$ cat src/rtl/quad_pkg.sv
// Shared decode constants and types for the quadrature decoder.
package quad_pkg;

    localparam int ERR_ILLEGAL = 0;
    localparam int ERR_SAT     = 1;

    // Indexed by the current {A,B} state: forward order is 00->01->11->10->00.
    localparam logic [1:0] FWD_NEXT [4] = '{2'b01, 2'b11, 2'b00, 2'b10};
    localparam logic [1:0] REV_NEXT [4] = '{2'b10, 2'b00, 2'b11, 2'b01};

    typedef enum logic [1:0] {
        STEP_NONE,
        STEP_FWD,
        STEP_REV,
        STEP_ILLEGAL
    } step_t;

    typedef enum logic {
        PRIMING,
        RUN
    } prime_state_t;

    function automatic step_t classify_step(input logic [1:0] prev, input logic [1:0] cur);
        if (cur == prev) begin
            return STEP_NONE;
        end else if (cur == FWD_NEXT[prev]) begin
            return STEP_FWD;
        end else if (cur == REV_NEXT[prev]) begin
            return STEP_REV;
        end
        return STEP_ILLEGAL;
    endfunction

endpackage

$ cat src/rtl/quad_input_filter.sv
// Per-channel 2-FF synchroniser followed by a stability filter that only
// accepts a new level once it has been held for FILTER_CYCLES cycles.
module quad_input_filter #(
    parameter int FILTER_CYCLES = 4
) (
    input  logic clk,
    input  logic reset_n,
    input  logic raw,
    output logic filtered
);

    localparam int CW = $clog2(FILTER_CYCLES + 1);

    logic          sync1;
    logic          sync2;
    logic [CW-1:0] run;

    always_ff @(posedge clk) begin
        if (!reset_n) begin
            sync1    <= 1'b0;
            sync2    <= 1'b0;
            run      <= '0;
            filtered <= 1'b0;
        end else begin
            sync1 <= raw;
            sync2 <= sync1;
            // run counts consecutive cycles of disagreement; any agreement restarts it
            if (sync2 != filtered) begin
                if (run == CW'(FILTER_CYCLES - 1)) begin
                    filtered <= sync2;
                    run      <= '0;
                end else begin
                    run <= run + 1'b1;
                end
            end else begin
                run <= '0;
            end
        end
    end

endmodule

$ cat src/rtl/quadrature_decoder.sv
// Quadrature decoder: filtered A/B decode into a wrapping position count and
// a saturating per-window velocity sample on an Avalon-ST source.
module quadrature_decoder
    import quad_pkg::*;
#(
    parameter int COUNT_WIDTH   = 16,
    parameter int FILTER_CYCLES = 4,
    parameter int VEL_WIDTH     = 12
) (
    input  logic                   clk,
    input  logic                   reset_n,
    input  logic                   enc_a,
    input  logic                   enc_b,
    input  logic                   sample,
    input  logic                   clear,
    output logic [COUNT_WIDTH-1:0] position,
    output logic                   direction,
    output logic [VEL_WIDTH-1:0]   ast_source_data,
    output logic                   ast_source_valid,
    output logic [1:0]             ast_source_error
);

    localparam int PRIME_CYCLES = FILTER_CYCLES + 2;
    localparam int PW           = $clog2(PRIME_CYCLES + 1);
    localparam logic [VEL_WIDTH-1:0] VEL_MAX = {1'b0, {(VEL_WIDTH-1){1'b1}}};
    localparam logic [VEL_WIDTH-1:0] VEL_MIN = {1'b1, {(VEL_WIDTH-1){1'b0}}};

    logic           filt_a;
    logic           filt_b;
    logic [1:0]     enc_state;
    logic [1:0]     prev_state;
    step_t          step;
    prime_state_t   prime_q;
    prime_state_t   prime_d;
    logic [PW-1:0]  prime_cnt_q;
    logic [PW-1:0]  prime_cnt_d;
    logic           primed;
    logic           step_fwd;
    logic           step_rev;
    logic           illegal_now;
    logic           sat_now;
    logic [VEL_WIDTH-1:0] acc_q;
    logic [VEL_WIDTH-1:0] acc_d;
    logic           sat_q;
    logic           illegal_q;

    quad_input_filter #(.FILTER_CYCLES(FILTER_CYCLES)) u_filter_a (
        .clk      (clk),
        .reset_n  (reset_n),
        .raw      (enc_a),
        .filtered (filt_a)
    );

    quad_input_filter #(.FILTER_CYCLES(FILTER_CYCLES)) u_filter_b (
        .clk      (clk),
        .reset_n  (reset_n),
        .raw      (enc_b),
        .filtered (filt_b)
    );

    // Priming lets the filters settle onto the real encoder level after reset
    always_ff @(posedge clk) begin
        if (!reset_n) begin
            prime_q     <= PRIMING;
            prime_cnt_q <= '0;
        end else begin
            prime_q     <= prime_d;
            prime_cnt_q <= prime_cnt_d;
        end
    end

    always_comb begin
        prime_d     = prime_q;
        prime_cnt_d = prime_cnt_q;
        case (prime_q)
            PRIMING: begin
                if (prime_cnt_q == PW'(PRIME_CYCLES - 1)) begin
                    prime_d = RUN;
                end else begin
                    prime_cnt_d = prime_cnt_q + 1'b1;
                end
            end
            RUN:     prime_d = RUN;
            default: prime_d = PRIMING;
        endcase
    end

    always_comb begin
        enc_state   = {filt_a, filt_b};
        step        = classify_step(prev_state, enc_state);
        primed      = (prime_q == RUN);
        step_fwd    = primed && (step == STEP_FWD);
        step_rev    = primed && (step == STEP_REV);
        illegal_now = primed && (step == STEP_ILLEGAL);
    end

    always_comb begin
        acc_d   = acc_q;
        sat_now = 1'b0;
        if (step_fwd) begin
            if (acc_q == VEL_MAX) begin
                sat_now = 1'b1;
            end else begin
                acc_d = acc_q + 1'b1;
            end
        end else if (step_rev) begin
            if (acc_q == VEL_MIN) begin
                sat_now = 1'b1;
            end else begin
                acc_d = acc_q - 1'b1;
            end
        end
    end

    always_ff @(posedge clk) begin
        if (!reset_n) begin
            prev_state       <= '0;
            position         <= '0;
            direction        <= 1'b0;
            acc_q            <= '0;
            sat_q            <= 1'b0;
            illegal_q        <= 1'b0;
            ast_source_data  <= '0;
            ast_source_valid <= 1'b0;
            ast_source_error <= '0;
        end else begin
            prev_state <= enc_state;

            if (clear) begin
                position <= '0;
            end else if (step_fwd) begin
                position <= position + 1'b1;
            end else if (step_rev) begin
                position <= position - 1'b1;
            end

            if (step_fwd) begin
                direction <= 1'b1;
            end else if (step_rev) begin
                direction <= 1'b0;
            end

            // The strobe cycle's own step and flags belong to the closing window
            if (sample) begin
                ast_source_data                <= acc_d;
                ast_source_valid               <= 1'b1;
                ast_source_error[ERR_SAT]      <= sat_q | sat_now;
                ast_source_error[ERR_ILLEGAL]  <= illegal_q | illegal_now;
                acc_q                          <= '0;
                sat_q                          <= 1'b0;
                illegal_q                      <= 1'b0;
            end else begin
                ast_source_valid <= 1'b0;
                acc_q            <= acc_d;
                sat_q            <= sat_q | sat_now;
                illegal_q        <= illegal_q | illegal_now;
            end
        end
    end

endmodule

$ cat config.mk
export PLATFORM = sky130hd
export DESIGN_NAME = quadrature_decoder
export DESIGN_NICKNAME = d
export VERILOG_FILES = /design/src/rtl/quad_pkg.sv /design/src/rtl/quad_input_filter.sv /design/src/rtl/quadrature_decoder.sv
export SDC_FILE = /design/constraint.sdc
export NUM_CORES = 1
export LEC_CHECK = 0
export CORE_MARGIN = 2
export CORE_UTILIZATION = 40
export CTS_CLUSTER_DIAMETER = 200
export DETAILED_ROUTE_END_ITERATION = 8
export PLACE_DENSITY = 0.64
export SLEW_MARGIN = 20
export SYNTH_ARGS = -nofsm -noshare
export SYNTH_HDL_FRONTEND = slang
export SYNTH_SLANG_ARGS = --single-unit
$ cat constraint.sdc
create_clock -name clk -period 2.8 [get_ports clk]
set_clock_uncertainty 0.1 [all_clocks]
set_input_delay 0.28 -clock clk [delete_from_list [all_inputs] [get_ports clk]]
set_output_delay 0.28 -clock clk [all_outputs]
set_load 0.01 [all_outputs]
=== Yosys cells after proc, flatten, opt, wreduce, memory -nomap -nowiden ===
Index checks and enable logic that the tools add are counted.

* Add/sub/neg operators: 7
* Order comparisons: 1
* Equal/unequal tests: 13
* Muxes and demuxes: 28
* Bitwise operators: 8
* Reductions and logical operators: 11

{| class="wikitable"
|+ Operator list
! kind !! number
|-
| $mux W12 || 4
|-
| $mux W16 || 2
|-
| $add A16 B1 Y16 const B || 1
|-
| $mux W2 || 8
|-
| $sub A16 B1 Y16 const B || 1
|-
| $add A12 B1 Y12 const B || 1
|-
| $eq A12 B11 Y1 const B || 1
|-
| $eq A12 B12 Y1 const B || 1
|-
| $sub A12 B1 Y12 const B || 1
|-
| $mux W1 || 11
|-
| $add A3 B1 Y3 const B || 3
|-
| $bmux W2 S2 || 2
|-
| $eq A2 B2 Y1 || 3
|-
| $eq A3 B2 Y1 const B || 2
|-
| $reduce_and A2 Y1 || 3
|-
| $reduce_or A3 Y1 || 2
|-
| $not A1 Y1 || 5
|-
| $eq A2 B2 Y1 const B || 2
|-
| $reduce_or A2 Y1 || 2
|-
| $eq A3 B3 Y1 const B || 1
|-
| $ge A3 B3 Y1 const B || 1
|-
| $logic_and A1 B1 Y1 || 3
|-
| $not A2 Y3 || 1
|-
| $eq A2 B1 Y1 const B || 1
|-
| other kinds (4) || 6
|}

* Bits in registers: 64
* Input port bits: 6
* Output and inout port bits: 32
* Word-level logic and storage cells: 87

=== Longest topological paths before layout ===
* Depth after elaboration: 14
* Mapped depth: 11
* Gate-level depth less buffers: 10

=== Modules after synthesis ===
From an unflattened synthesis, not the netlist that was laid out.

* Cell total of the unflattened synthesis: 412
* Area, all modules: 3523.4 sq um

{| class="wikitable"
|+ By module, submodules not included
! module !! instances !! cells each !! area an instance (sq um) !! sequential area each (sq um)
|-
| quadrature_decoder || 1 || 378 || 3090.5 || 1041.0
|-
| quad_input_filter || 2 || 17 || 216.5 || 120.1
|}

=== Worst setup path before layout ===
OpenSTA, ideal clock, no wires.

* Path kind: reg-to-reg
* From: register u_filter_b.filtered
* To: register position[15]
* Library setup time: 0.079 ns
* Data arrival time: 2.725 ns
* Data required time: 2.621 ns
* Path slack: -0.104 ns
* Stages on the path, launching flop included: 12
* Buffers on the path: 2
* Period minus slack after synthesis: 2.904 ns
* Cells stage by stage: dfxtp_1 -> xor2_1 -> nand3_1 -> clkbuf_1 -> ha_1 -> clkbuf_1 -> nand4_1 -> a21oi_1 -> o21ai_1 -> o2bb2ai_1 -> or4_1 -> o211ai_1

* Word-level cells in the longest chain between the ends: 8
* Elaborated cells on any way between the ends: 15
* Classes of those cells: 5 x eq/ne; 7 x mux; 3 x reduce/logical

{| class="wikitable"
|+ RTL lines
! element !! RTL line !! source
|-
| from (decl) || quad_input_filter.sv:9 || <nowiki>output logic filtered</nowiki>
|-
| from (signal assigned) || quad_input_filter.sv:30 || <nowiki>filtered <= sync2;</nowiki>
|-
| $eq A2 B2 Y1 || quad_pkg.sv:28 || <nowiki>end else if (cur == REV_NEXT[prev]) begin</nowiki>
|-
| $mux W1 || quad_pkg.sv:28 ||
|-
| $mux W1 || quad_pkg.sv:26 || <nowiki>end else if (cur == FWD_NEXT[prev]) begin</nowiki>
|-
| $mux W1 || quad_pkg.sv:24 || <nowiki>if (cur == prev) begin</nowiki>
|-
| $mux W2 * || quad_pkg.sv:31 || <nowiki>return STEP_ILLEGAL;</nowiki>
|-
| $eq A2 B1 Y1 or $eq A2 B2 Y1 (tied branches) || quadrature_decoder.sv:92, quadrature_decoder.sv:93 ||
|-
| $logic_and A1 B1 Y1 (on tied branches) || quadrature_decoder.sv:92, quadrature_decoder.sv:93 ||
|-
| $mux W16 or $reduce_bool A2 Y1 (tied branches) || n/a ||
|-
| to (signal assigned) || quadrature_decoder.sv:132 || <nowiki>position <= position + 1'b1;</nowiki>
|-
| to (signal assigned) || quadrature_decoder.sv:134 || <nowiki>position <= position - 1'b1;</nowiki>
|-
| to (decl) || quadrature_decoder.sv:16 || <nowiki>output logic [COUNT_WIDTH-1:0] position,</nowiki>
|}

Mark *: on every way between the ends. The rest lies on a longest branch, timed or not.
A chain may end at the register's enable or synchronous reset.

=== Worst setup path in the final report ===
* From: register u_filter_a.filtered
* To: register position[14]

* Word-level cells in the longest chain between the ends: 8
* Elaborated cells on any way between the ends: 15
* Classes of those cells: 5 x eq/ne; 7 x mux; 3 x reduce/logical

{| class="wikitable"
|+ RTL lines
! element !! RTL line
|-
| from (decl) || quad_input_filter.sv:9
|-
| from (signal assigned) || quad_input_filter.sv:30
|-
| $eq A2 B2 Y1 || quad_pkg.sv:28
|-
| $mux W1 || quad_pkg.sv:28
|-
| $mux W1 || quad_pkg.sv:26
|-
| $mux W1 || quad_pkg.sv:24
|-
| $mux W2 * || quad_pkg.sv:31
|-
| $eq A2 B1 Y1 or $eq A2 B2 Y1 (tied branches) || quadrature_decoder.sv:92, quadrature_decoder.sv:93
|-
| $logic_and A1 B1 Y1 (on tied branches) || quadrature_decoder.sv:92, quadrature_decoder.sv:93
|-
| $mux W16 or $reduce_bool A2 Y1 (tied branches) || n/a
|}

Marked as above.

==> flow_summary.toml <==
[floorplanning]
die_h_um = 97.1
die_area_um2 = 9430
coreArea_um2 = 8300
start_util_pct = 41.8
die_w_um = 97.1
pin_count = 38
rows = 33

[setup_path]
cp_max_fo = 6
required_ps = 2990
reg2reg_depth = 10
r2r_end = "position[14]$_SDFFE_PP0P_"
critPathCaptureType = "register"
rrSetupSlack_ps = 200
worstPathArrival_ps = 2790
start_kind = "register"
rr_startpoint = "u_filter_a.filtered$_SDFFE_PN0P_"
crit_type = "reg -> reg"

[cts]
clock_path_buffers = 2
clkSlewWorstSetupHoldPaths_ps = 70
clockRootBuffer = "clkbuf_8"
h-tree-depth = 3
ctsHoldBuffers = 0
insertion_delay_ps = 350
cts_tree = "yes"
cts_resized = 0
cts_sinks = 64
post_cts_buffers = 0
cts_made_buffers = 9

[placement]
hpwl_mm = 5.79
io_buffers = 37
gp_congestion = 0.891
placed_cells = 559

[global_routing]
grt_pass1_vias = 2993
grt_pass1_wl_mm = 13.7
grt_antenna_before_repair = 0
grt_usage_pct = 17.5
grt_max_degree = 19
grt_overflow = 0

[layout]
drive_above_1_share_pct = 9.79
antennaDiodeCount = 0
fillers = 794
area_growth_pct = 22.4
nets = 496
final_cells = 575

[synth]
synthCells = 421
synth-edff-count = 0
yosys-top-cells-count = "dfxtp_1 (64), nor2_1 (45), nand2_1 (40), a21oi_1 (33), ha_1 (24)"
ys.flop_type = "dfxtp_1"
yosys_register_bits = 64
synth_area_um2 = 3470
synth_most_common_cell = "dfxtp_1"
seq_area_frac_synth_pct = 37.0
yosys_warnings = 0
synth_cell_types = 55
yosysTopAreaCell = "dfxtp_1"
synth_top_cells_by_area = "dfxtp_1 (37%), ha_1 (8.7%), nor2_1 (4.9%)"
synth_fp_nets = 452
syn_area_per_cell_um2 = 8.24
async_flop_share_pct = 0
yosysTopAreaCellShare_pct = 37.0

[pwr]
vdd_drop_max_mv = 0.247
power_leakage_uw = 0.00166
p_per_area_nw_per_um2 = 448

[sta]
worst_pin_slew_ps = 603
hold_slack_ps = 318
relSlewSlack_pct = 59.5
rsz0062_at_grt = "no"
hold_viol_final = 0
final.setup.tns_ps = 0
period_minus_slack_ps = 2600
slew_violations = 0
setup_viol = 0
min_period_over_period_pct = 92.9
max_freq_mhz = 384

[routing]
wire_per_inst_um = 13.8
dr.pass1.iters = 5
drc_errors = 0
vias = 3119
first_iter_violations = 141
finalWirelength_mm = 7.96
ant_nets = 0
via_per_inst = 5.42

[worst_hold_path]
min_path_cells = 1
hp-class = "reg -> reg"
min-delay-start = "u_filter_a.run[0]$_SDFF_PP0_"
hold_end = "u_filter_a.run[0]$_SDFF_PP0_"

[run]
maxCapViolCount = 0

[outcome]
outcome = "finished, final reports clean"
## final cells by class
cell class	instances	area (um^2)	area share, %
inverter	14	52.6	1.24
timing repair buffer	49	460	10.9
multi-input combinational	327	2090	49.3
clock buffer	11	141	3.33
sequential	64	1280	30.3
clock inverter	5	80.1	1.89
tap	105	131	3.10
## per-stage QoR
stage	power (uW)	util, %	instance area, um^2	setup slack (ps)
2_1_floorplan	995	-	3470	25.0
3_3_place_gp	1020	48.1	3990	213
3_5_place_dp	1030	48.1	3990	102
4_1_cts	1920	50.7	4210	80.1
5_1_grt	1980	51.1	4240	6.46
6_report	1900	51.1	4240	198
## critical path, cell delays in order (launching register included)
cell and delay (ps):
dfxtp_2 360, xnor2_2 210, nand3_2 130, buf_4 180, ha_1 320, nand2b_1 130, a21oi_2 190, o21ai_0 180
a41o_1 280, or4_1 390, nand3_1 70
## worst max path at each step
stage	to	start	slack (ps)	cells after the start
after CTS	position[14]$_SDFFE_PP0P_	u_filter_a.filtered$_SDFFE_PN0P_	80	10
final	position[14]$_SDFFE_PP0P_	u_filter_a.filtered$_SDFFE_PN0P_	200	10
after global placement	position[14]$_SDFFE_PP0P_	u_filter_a.filtered$_SDFFE_PN0P_	210	10
after global routing	position[15]$_SDFFE_PP0P_	u_filter_b.filtered$_SDFFE_PN0P_	6	10
after detailed placement	position[14]$_SDFFE_PP0P_	u_filter_a.filtered$_SDFFE_PN0P_	100	10
after floorplan	position[15]$_SDFFE_PP0P_	u_filter_b.filtered$_SDFFE_PN0P_	20	11
## flip-flops by register name, indices dropped and copies added, names as in the netlist, 2 cells and up
signal and flops:
position 16, u_filter_b.run 3, u_filter_a.run 3, acc_q 12
prev_state 2, prime_cnt_q 3, ast_source_data 12, ast_source_error 2
## report_power, final
part | leakage (uW) | internal, uW | switching, uW
logic | 0.00103 | 32.0 | 38.8
clock network | 0.000106 | 524 | 373
registers | 0.000519 | 925 | 9.86
## layout by cell type, fill, tap and decap left out, types with 3 or more instances in the layout
master / netlist / layout
a21oi_1: 33 / 31
o31ai_1: 3 / 3
ha_1: 24 / 23
clkdlybuf4s50_1: 0 / 37
o211ai_1: 6 / 6
nor3_1: 11 / 11
buf_4: 1 / 12
xor2_1: 5 / 4
clkbuf_8: 0 / 10
nor2_1: 45 / 45
or3_1: 6 / 6
xnor2_1: 16 / 15
nor4_1: 3 / 3
dfxtp_1: 64 / 62
nand4_1: 6 / 6
o21ai_0: 10 / 9
inv_1: 13 / 13
a211oi_1: 8 / 8
o21ai_1: 18 / 19
and3_1: 5 / 5
nand3_1: 22 / 21
mux2i_1: 6 / 6
nand2_1: 40 / 40
a31oi_1: 5 / 5
nand2b_1: 10 / 10
and2_1: 8 / 8
## logic make-up (layout without fill, tap and decap cells)
| family | Yosys count | in the layout | synth area share [%] |
|---|---|---|---|
| XOR/XNOR | 21 | 21 | 5.30 |
| buffers and inverters | 30 | 79 | 3.54 |
| AO/OA/AOI/OAI | 97 | 97 | 16.7 |
| flip-flops | 64 | 64 | 37.0 |
| multiplexers | 6 | 6 | 1.73 |
| adder cells (fa/ha/maj) | 25 | 25 | 9.24 |
| AND/OR/NAND/NOR | 178 | 178 | 26.5 |
## layer usage
metal  up-vias  part of all wire [%]  track usage [%]
met1      1452                    51             24.8
li1       1588                     -                -
met4         0                   1.1             4.98
met3         7                   4.0             4.32
met2        72                    44             26.3
met5         -                     0                0
Note: power is estimated with default switching activity, not from simulation.
